$ cat src/rtl/lsu_pkg.sv
// Shared types and helpers for the load/store unit: size encodings, FSM states,
// and the latched request payload.
package lsu_pkg;

    localparam int unsigned XLEN = 64;

    localparam logic [1:0] SZ_B = 2'b00;
    localparam logic [1:0] SZ_H = 2'b01;
    localparam logic [1:0] SZ_W = 2'b10;
    localparam logic [1:0] SZ_D = 2'b11;

    typedef enum logic [1:0] {
        IDLE  = 2'd0,
        READ  = 2'd1,
        WRITE = 2'd2,
        RESP  = 2'd3
    } lsu_state_t;

    typedef struct packed {
        logic            is_store;
        logic [1:0]      size;
        logic            is_unsigned;
        logic [2:0]      offset;
        logic [XLEN-1:0] wdata;
    } lsu_req_t;

    // Number of bytes touched by an access of the given size (1, 2, 4 or 8).
    function automatic logic [3:0] bytes_of(input logic [1:0] size);
        return 4'(4'd1 << size);
    endfunction

endpackage

$ cat src/rtl/lsu_lane.sv
// Byte-lane datapath: extracts/extends a load from a doubleword and merges
// store bytes into a captured doubleword.
module lsu_lane
    import lsu_pkg::*;
(
    input  logic [XLEN-1:0] rdata,
    input  logic [2:0]      offset,
    input  logic [1:0]      size,
    input  logic            is_unsigned,
    input  logic [XLEN-1:0] wdata,
    output logic [XLEN-1:0] load_data,
    output logic [XLEN-1:0] store_data
);

    logic [XLEN-1:0] shifted;
    logic [XLEN-1:0] wshift;
    logic [7:0]      lane_mask;
    logic [7:0]      byte_en;

    // Load: shift the addressed lane down, then sign- or zero-extend.
    always_comb begin
        shifted   = rdata >> {offset, 3'b000};
        load_data = shifted;
        case (size)
            SZ_B: load_data = is_unsigned ? {56'd0, shifted[7:0]}
                                          : {{56{shifted[7]}}, shifted[7:0]};
            SZ_H: load_data = is_unsigned ? {48'd0, shifted[15:0]}
                                          : {{48{shifted[15]}}, shifted[15:0]};
            SZ_W: load_data = is_unsigned ? {32'd0, shifted[31:0]}
                                          : {{32{shifted[31]}}, shifted[31:0]};
            default: load_data = shifted;
        endcase
    end

    // Store: replace only the addressed bytes of the captured doubleword.
    always_comb begin
        lane_mask  = 8'((16'd1 << bytes_of(size)) - 16'd1);
        byte_en    = 8'(lane_mask << offset);
        wshift     = wdata << {offset, 3'b000};
        store_data = rdata;
        for (int i = 0; i < 8; i++) begin
            if (byte_en[i]) begin
                store_data[8*i +: 8] = wshift[8*i +: 8];
            end
        end
        if (size == SZ_D) begin
            store_data = wdata;
        end
    end

endmodule

$ cat src/rtl/load_store_unit.sv
// Sub-doubleword load/store front end for the 64-bit data memory; one request
// in flight, sub-double stores done as read-modify-write.
module load_store_unit
    import lsu_pkg::*;
#(
    parameter int unsigned MEM_BYTES = 1024
) (
    input  logic            clk,
    input  logic            reset,
    input  logic            req_valid,
    output logic            req_ready,
    input  logic            req_is_store,
    input  logic [1:0]      req_size,
    input  logic            req_unsigned,
    input  logic [XLEN-1:0] req_addr,
    input  logic [XLEN-1:0] req_wdata,
    output logic            resp_valid,
    output logic [XLEN-1:0] resp_rdata,
    output logic            resp_fault,
    output logic [XLEN-1:0] mem_addr,
    output logic            mem_read,
    output logic            mem_write,
    output logic [XLEN-1:0] mem_wdata,
    input  logic [XLEN-1:0] mem_rdata
);

    lsu_state_t      state_q, state_d;
    lsu_req_t        req_q;
    logic [XLEN-1:0] data_q;

    logic            accept_c;
    logic [3:0]      nbytes_c;
    logic            misalign_c;
    logic            range_c;
    logic            fault_c;
    logic [XLEN-1:0] lane_rdata_c;
    logic [XLEN-1:0] load_data_c;
    logic [XLEN-1:0] store_data_c;

    // Request qualification; the 65-bit sum keeps huge addresses from wrapping.
    always_comb begin
        accept_c   = req_valid && req_ready;
        nbytes_c   = bytes_of(req_size);
        misalign_c = |(req_addr[2:0] & 3'(nbytes_c - 4'd1));
        range_c    = ({1'b0, req_addr} + 65'(nbytes_c)) > 65'(MEM_BYTES);
        fault_c    = misalign_c || range_c;
    end

    // In READ the lane sees the live memory word; afterwards the captured one.
    assign lane_rdata_c = (state_q == READ) ? mem_rdata : data_q;

    lsu_lane u_lane (
        .rdata       (lane_rdata_c),
        .offset      (req_q.offset),
        .size        (req_q.size),
        .is_unsigned (req_q.is_unsigned),
        .wdata       (req_q.wdata),
        .load_data   (load_data_c),
        .store_data  (store_data_c)
    );

    // Next-state logic.
    always_comb begin
        state_d = state_q;
        case (state_q)
            IDLE: begin
                if (accept_c) begin
                    if (fault_c) begin
                        state_d = RESP;
                    end else if (req_is_store && (req_size == SZ_D)) begin
                        state_d = WRITE;
                    end else begin
                        state_d = READ;
                    end
                end
            end
            READ:    state_d = req_q.is_store ? WRITE : RESP;
            WRITE:   state_d = RESP;
            RESP:    state_d = IDLE;
            default: state_d = IDLE;
        endcase
    end

    // State decodes; reset forces IDLE so mem_write drops asynchronously.
    assign req_ready = (state_q == IDLE);
    assign mem_read  = (state_q == READ);
    assign mem_write = (state_q == WRITE);
    assign mem_wdata = (state_q == WRITE) ? store_data_c : '0;

    always_ff @(posedge clk or posedge reset) begin
        if (reset) begin
            state_q    <= IDLE;
            req_q      <= '0;
            data_q     <= '0;
            resp_valid <= 1'b0;
            resp_fault <= 1'b0;
            resp_rdata <= '0;
            mem_addr   <= '0;
        end else begin
            state_q    <= state_d;
            resp_valid <= (state_d == RESP);
            resp_fault <= accept_c && fault_c;
            if (accept_c) begin
                req_q.is_store    <= req_is_store;
                req_q.size        <= req_size;
                req_q.is_unsigned <= req_unsigned;
                req_q.offset      <= req_addr[2:0];
                req_q.wdata       <= req_wdata;
                mem_addr          <= {req_addr[XLEN-1:3], 3'b000};
                resp_rdata        <= '0;
            end
            if (state_q == READ) begin
                data_q <= mem_rdata;
                if (!req_q.is_store) begin
                    resp_rdata <= load_data_c;
                end
            end
        end
    end

endmodule

$ cat config.mk
export PLATFORM = sky130hd
export DESIGN_NAME = load_store_unit
export DESIGN_NICKNAME = d
export VERILOG_FILES = /design/src/rtl/lsu_pkg.sv /design/src/rtl/lsu_lane.sv /design/src/rtl/load_store_unit.sv
export SDC_FILE = /design/constraint.sdc
export NUM_CORES = 1
export LEC_CHECK = 0
export CAP_MARGIN = 20
export CORE_UTILIZATION = 40
export CTS_CLUSTER_DIAMETER = 50
export DETAILED_ROUTE_END_ITERATION = 7
export MAX_ROUTING_LAYER = met4
export PLACE_DENSITY = 0.71
export REMOVE_ABC_BUFFERS = 1
export SLEW_MARGIN = 10
export SYNTH_ARGS = -nofsm -noshare
export SYNTH_HDL_FRONTEND = slang
export SYNTH_SLANG_ARGS = --single-unit
export TNS_END_PERCENT = 30
$ cat constraint.sdc
create_clock -name clk -period 11.35 [get_ports clk]
set_clock_uncertainty 0.1 [all_clocks]
set_input_delay 2.27 -clock clk [delete_from_list [all_inputs] [get_ports clk]]
set_output_delay 2.27 -clock clk [all_outputs]
set_load 0.02 [all_outputs]
==> results of run 1 <==
-- metrics by stage --
step                      instances  utilization, %  total power [mW]  setup slack (ps)  hold WS, ps
after floorplan                1678               -              4.53              1710          380
after global placement         2626            51.2              6.20              4620          361
after detailed placement       2626            51.2              6.27              4630          369
after CTS                      2687            53.9              7.41              4330          381
after global routing           2697            54.2              7.88              4120          396
final                          2697            54.2              7.46              4150          378
-- final cells by class --
class,instances,area share [%]
diodes,6,0.0678
clock buffers,46,4.28
clock inverters,15,0.780
inverters,60,1.05
multi-input cells,1354,41.9
flip-flops and latches,264,29.9
well taps,532,3.01
repair buffers,420,19.0
-- cell families (layout without fill, tap and decap cells) --
| logic type | Yosys count | after routing | synth area share [%] |
|---|---|---|---|
| buffers and inverters | 204 | 541 | 4.91 |
| DFF | 264 | 264 | 39.9 |
| AOI/OAI and AO/OA | 529 | 529 | 20.3 |
| and+or+nand+nor | 528 | 528 | 15.1 |
| muxes | 260 | 260 | 17.8 |
| xor gates and xnor gates | 25 | 25 | 1.32 |
| adders and majority gates | 9 | 9 | 0.725 |
| other | 1 | 9 | 0.0226 |
-- metal layers --
layer	vias up	routed length, µm	global-route usage, %
li1	7239	-	-
met1	7874	26600	40.3
met2	810	28400	44.5
met3	160	5360	5.26
met4	0	2590	13.5
met5	-	0	-
-- state kept, by name, indices dropped and copies added, names as in the netlist --
name        flops
mem_addr       61
state_q         2
req_q          71
resp_rdata     64
resp_fault      1
data_q         64
resp_valid      1
-- synth_stat cells (5+ instances only) --
library cell	n	area (µm²)
a211oi_1	46	345
a21bo_2	5	50.1
a21boi_0	25	188
a21oi_1	184	921
a22o_1	15	131
a31oi_1	14	87.6
and2_1	10	62.6
and3_1	6	37.5
buf_1	19	71.3
buf_2	16	80.1
buf_4	5	37.5
clkbuf_1	101	379
dfrtp_1	264	6610
ha_1	8	100
inv_1	59	221
mux2_2	165	1860
mux2i_1	83	831
mux4_2	10	225
nand2_1	217	815
nand2b_1	16	100
nand3_1	20	100
nand4_1	27	169
nor2_1	132	495
nor2b_1	27	169
nor3_1	20	100
nor4_1	15	93.8
o2111ai_1	5	43.8
o211a_1	10	100
o211ai_1	36	270
o21ai_0	111	556
o221a_2	8	90.1
o221ai_1	14	123
o22ai_1	14	87.6
or3_1	5	31.3
or4_1	5	37.5
xnor2_1	11	96.3
xor2_1	14	123
-- power breakdown --
part,internal (mW),switching (mW),total [mW]
Combinational,1.91,2.65,4.56
Clock,0.659,0.441,1.10
Sequential,1.40,0.396,1.80
Total,3.97,3.49,7.46
-- worst min path at each step --
| stage | from | end | slack [ps] | depth (start not counted) |
|---|---|---|---|---|
| final | resp_rdata[21] | resp_rdata[21] | 380 | 2 |
| after CTS | resp_rdata[15] | resp_rdata[15] | 380 | 1 |
| after global placement | resp_rdata[15] | resp_rdata[15] | 360 | 1 |
| after floorplan | req_q[57] | req_q[57] | 380 | 1 |
| after detailed placement | resp_rdata[15] | resp_rdata[15] | 370 | 1 |
| after global routing | resp_rdata[15] | resp_rdata[15] | 400 | 1 |
-- placed cells by master, fill, tap and decap left out, types with 6 or more instances in the layout --
master and n:
nor2_1 127, xnor2_1 11, diode_2 6, mux2i_1 83
nor3_1 17, nand2_1 215, a22o_1 15, nand3_1 20
and3_1 6, a21oi_1 181, dfrtp_1 261, o21ai_0 111
o221a_2 8, clkbuf_1 8, clkdlybuf4s50_1 392, clkbuf_16 35
mux2_2 165, inv_1 58, o221ai_1 14, o211a_1 10
nor4_1 15, nand2b_1 16, and2_1 9, ha_1 6
o211ai_1 36, nand4_1 27, a21boi_0 25, mux4_2 10
a211oi_1 45, a31oi_1 14, xor2_1 14, nor2b_1 26
o22ai_1 14, buf_4 24
-- worst min-delay path: stages, from the launching register on --
cell,delay (ps)
dfrtp_1,340
nand2_1,40
o21ai_0,60
==> qor.csv, run 1 <==
stage,metric,value,unit
run_status,status,"complete, no violations",
clocking,clk_latency,550,ps
logic_synthesis,synth_edf_count,0,
run,maxCapViolCount,0,
route,ant_nets,0,
clocking,cts_tree,done,
route,drt_wl_total,63000,µm
route,vias_per_cell,5.96,
logic_synthesis,synth.avg_cell_area,9.11,µm²
worst_setup_path,rr_endpoint,resp_rdata[33],
timing,post-route-min-period,7200,ps
pwr,p_leak,8.82,nW
logic_synthesis,ys_warn_count,0,
layout,seq_area,6620,µm²
floorplan,rows,74,
layout,final_cell_area,22100,µm²
floorplan,core,40800,µm²
timing,max_freq,139,MHz
placement,port_buffers,392,
logic_synthesis,synth_cell_type_count,78,
timing,worst_pin_slew,1160,ps
pwr,vdd_drop_max,197,µV
logic_synthesis,yosysSeqAreaShare,39.9,%
logic_synthesis,yosys_register_bits,264,
timing,setup_violations,0,
worst_setup_path,critPathMaxFanout,62,
layout,drive_gt1_share,14.6,%
floorplan,start_util,40.6,%
worst_setup_path,reg2reg_from,state_q[1],
worst_setup_path,critical_path_class,reg2out,
worst_setup_path,path_cells,buf_4 > nand2_1 > o21ai_0 > nand2_1 > mux2i_1 > o21ai_0 > and2_1 > clkdlybuf4s50_1,
timing,relSlewSlack,22.4,%
route,vias,16083,
placement,placement.cell_area,20900,µm²
clocking,ctsResizeCount,0,
floorplan,die_h,206,µm
clocking,clockBufferDepth,3,
worst_setup_path,slowest_delay,670,ps
clocking,clk_pin_slew,60,ps
clocking,cts_max_level,2,
worst_setup_path,start_kind,register,
layout,fin_nets,2343,
layout,fillers,3671,
global_routing,grt_pass1_wl,94300,µm
timing,fin_crit_sh,63.4,%
worst_setup_path,rrSetupSlack,6130,ps
timing,final-hold-violation-count,0,
floorplan,die_w,206,µm
clocking,cts_setup_buffers,0,
worst_hold_path,min_path_type,reg2reg,
global_routing,grt_pass1_vias,15477,
clocking,cts_buffers,35,
timing,finalMaxSlewViolations,0,
worst_setup_path,cp.arrival,4830,ps
logic_synthesis,synth-async-reset-ratio,100,%
pwr,p_per_area,337,nW/µm²
logic_synthesis,synth_cells,1820,
layout,area_delta_synth_final,33.5,%
global_routing,antenna_found_initial,6,
route,drc,0,
clocking,cts.sinks,264,
floorplan,die_area,42300,µm²
worst_setup_path,end_kind,primary output,
placement,dp_hpwl,43400,µm
worst_setup_path,slowest_stage,dfrtp_4,
route,drt_iter0_drc,1541,
worst_setup_path,cp_top_family,simple AND/OR/NAND/NOR gates,
global_routing,grtUsageTotal,30.1,%
logic_synthesis,synthFlopType,dfrtp_1,
floorplan,io_pins,396,
logic_synthesis,syn_area,16600,µm²
route,dr.pass1.iters,7,
timing,rsz0062_at_grt,no,
worst_setup_path,startpoint,req_q[65],
global_routing,gr-total-overflow,0,
placement,gp_congestion,0.928,
layout,multi_input_area,9270,µm²
timing,setup_tns,0,ps
worst_setup_path,crit_buf_inv,2,
worst_setup_path,required,8980,ps
worst_setup_path,worst_r2r_path_depth,13,
worst_setup_path,setup.worst_path.end,mem_wdata[23],
clocking,cts_hold_buf,0,
clocking,cts-root-buf,clkbuf_16,
worst_setup_path,cp.depth,8,
route,wl_per_cell,23.3,µm
global_routing,grt_max_degree,110,
(Power assumes the default switching activity.)
==> inputs of run 2 (changes only) <==
Settings changed: PLACE_DENSITY 0.71 to 0.73.
Clock period 11.35 ns to 6.1 ns, I/O delays scaled along.
==> run 2 against run 1 <==
  * Sequential power up 88%
  * Register-to-register slack worse by 4000 ps
  * Via count up 0.91%
  * Global-route usage up 0.47 points
  * Clock power up 94%
==> qor.csv, run 2 (synthesis results as in run 1) <==
stage,metric,value,unit
pwr,p_total,14.1,mW
layout,largest_registers,"req_q: 71 flops, data_q: 64 flops, resp_rdata: 64 flops",
global_routing,antenna_found_initial,5,
pwr,p_int,7.48,mW
worst_setup_path,reg2reg_from,state_q[1],
route,drt_wl_total,64200,µm
worst_setup_path,end_kind,primary output,
global_routing,use_met2,45.4,%
global_routing,gr-total-overflow,0,
route,drc,0,
route,ant_nets,0,
pwr,pwr-share-seq,24.0,%
timing,setup_tns,0,ps
timing,relSlewSlack,26.4,%
placement,gp_congestion,0.910,
worst_setup_path,setup.worst_path.end,mem_wdata[34],
global_routing,grt_pass1_wl,95400,µm
clocking,cts-root-buf,clkbuf_16,
layout,final_common_cell,clkdlybuf4s50_1,
floorplan,start_util,40.6,%
layout,fin_nets,2353,
timing,rsz0062_at_grt,no,
layout,layout_common_cells,"391 x clkdlybuf4s50_1, 261 x dfrtp_1, 215 x nand2_1",
worst_setup_path,critical_path_class,reg2out,
floorplan,die_h,206,µm
worst_setup_path,rr_endpoint,resp_rdata[57],
placement,port_buffers,392,
worst_hold_path,min_path_type,reg2reg,
pwr,power_switching,6.60,mW
pwr,vdd_drop_max,426,µV
pwr,combPwrFrac,60.9,%
worst_setup_path,startpoint,req_q[66],
route,vias,16229,
timing,final-hold-violation-count,0,
global_routing,grt_max_degree,130,
route,wl_per_cell,23.7,µm
layout,top_register,req_q,
floorplan,die_w,206,µm
layout,area_delta_synth_final,34.2,%
clocking,clk_pin_slew,50,ps
clocking,clk_latency,560,ps
layout,largest_reg_flops,71,
floorplan,rows,74,
layout,drive_gt1_share,15.2,%
clocking,cts_tree,done,
worst_setup_path,critPathMaxFanout,42,
floorplan,die_area,42300,µm²
global_routing,grt_pass1_vias,15760,
clocking,cts_setup_buffers,0,
clocking,cts_max_level,2,
layout,fillers,3686,
clocking,clockBufferDepth,3,
pwr,p_per_area,633,nW/µm²
route,vias_per_cell,6.00,
route,drt_iter0_drc,1679,
global_routing,grt_use_met1,39.3,%
clocking,cts_hold_buf,0,
global_routing,grt.busiest_layer,met2,
timing,setup_violations,0,
worst_setup_path,start_kind,register,
clocking,ctsResizeCount,0,
worst_setup_path,rrSetupSlack,2100,ps
timing,worst_pin_slew,1100,ps
global_routing,grtUsageMet3,7.25,%
clocking,cts_buffers,38,
timing,fin_crit_sh,88.1,%
timing,finalMaxSlewViolations,0,
pwr,power_frac_clock,15.1,%
pwr,switching_share,46.9,%
run_status,status,"complete, no violations",
placement,dp_hpwl,44800,µm
timing,max_freq,186,MHz
pwr,p_leak,8.89,nW
floorplan,core,40800,µm²
worst_setup_path,required,4780,ps
run,maxCapViolCount,0,
floorplan,io_pins,396,
layout,utilization,54.5,%
route,dr.pass1.iters,6,
clocking,cts.sinks,264,
global_routing,grtUsageTotal,30.6,%
timing,post-route-min-period,5380,ps
worst_setup_path,worst_r2r_path_depth,13,
worst_setup_path,cp.arrival,4060,ps
[run 2: power groups by stage]
| stage | combinational (mW) | clock (mW) | sequential [mW] |
|---|---|---|---|
| 4_1_cts | 8.45 | 2.16 | 3.35 |
| 6_report | 8.57 | 2.13 | 3.38 |
| 2_1_floorplan | 4.63 | 0 | 3.80 |
| 5_1_grt | 9.13 | 2.22 | 3.47 |
| 3_3_place_gp | 8.26 | 0 | 3.32 |
| 3_5_place_dp | 8.38 | 0 | 3.37 |
[run 2: area by class of cell]
class,instances,area [µm²],share of cell area [%]
Timing Repair Buffer,427,4240,19.1
Antenna cell,5,12.5,0.0563
Clock inverter,15,144,0.647
Inverter,60,233,1.05
Tap cell,532,666,2.99
Clock buffer,50,1060,4.75
Multi-Input combinational cell,1354,9270,41.7
Sequential cell,264,6620,29.8
[run 2: per-stage QoR]
stage	hold WS [ps]	setup slack [ps]	instances	cell area (µm²)
after floorplan	380	-2490	1678	16000
after CTS	385	789	2701	22200
after global routing	412	620	2707	22200
after detailed placement	374	478	2636	21000
final	381	724	2707	22200
after global placement	363	575	2634	21000
[run 2: metal layers]
layer	wire, µm	vias up	part of all wire [%]
met1	25900	7850	40
met3	6220	167	9.7
met4	2930	0	4.6
li1	-	7261	-
met5	0	-	0
met2	29100	951	45
[run 2: worst max-delay path: stages (launching register included)]
cell and delay, ps:
dfrtp_4 700, inv_2 510, nand2_1 540, buf_4 400, o221ai_1 210, o211ai_1 130, a21boi_0 300, clkdlybuf4s50_1 660
[run 2: worst min path at each step]
stage / startpoint / end / slack, ps / depth (start not counted)
finish: resp_rdata[23] / resp_rdata[23] / 380 / 2
floorplan: req_q[57] / req_q[57] / 380 / 1
detailed placement: resp_rdata[23] / resp_rdata[23] / 370 / 2
CTS: resp_rdata[23] / resp_rdata[23] / 390 / 2
global placement: resp_rdata[15] / resp_rdata[15] / 360 / 1
global route: mem_addr[47] / mem_addr[47] / 410 / 2
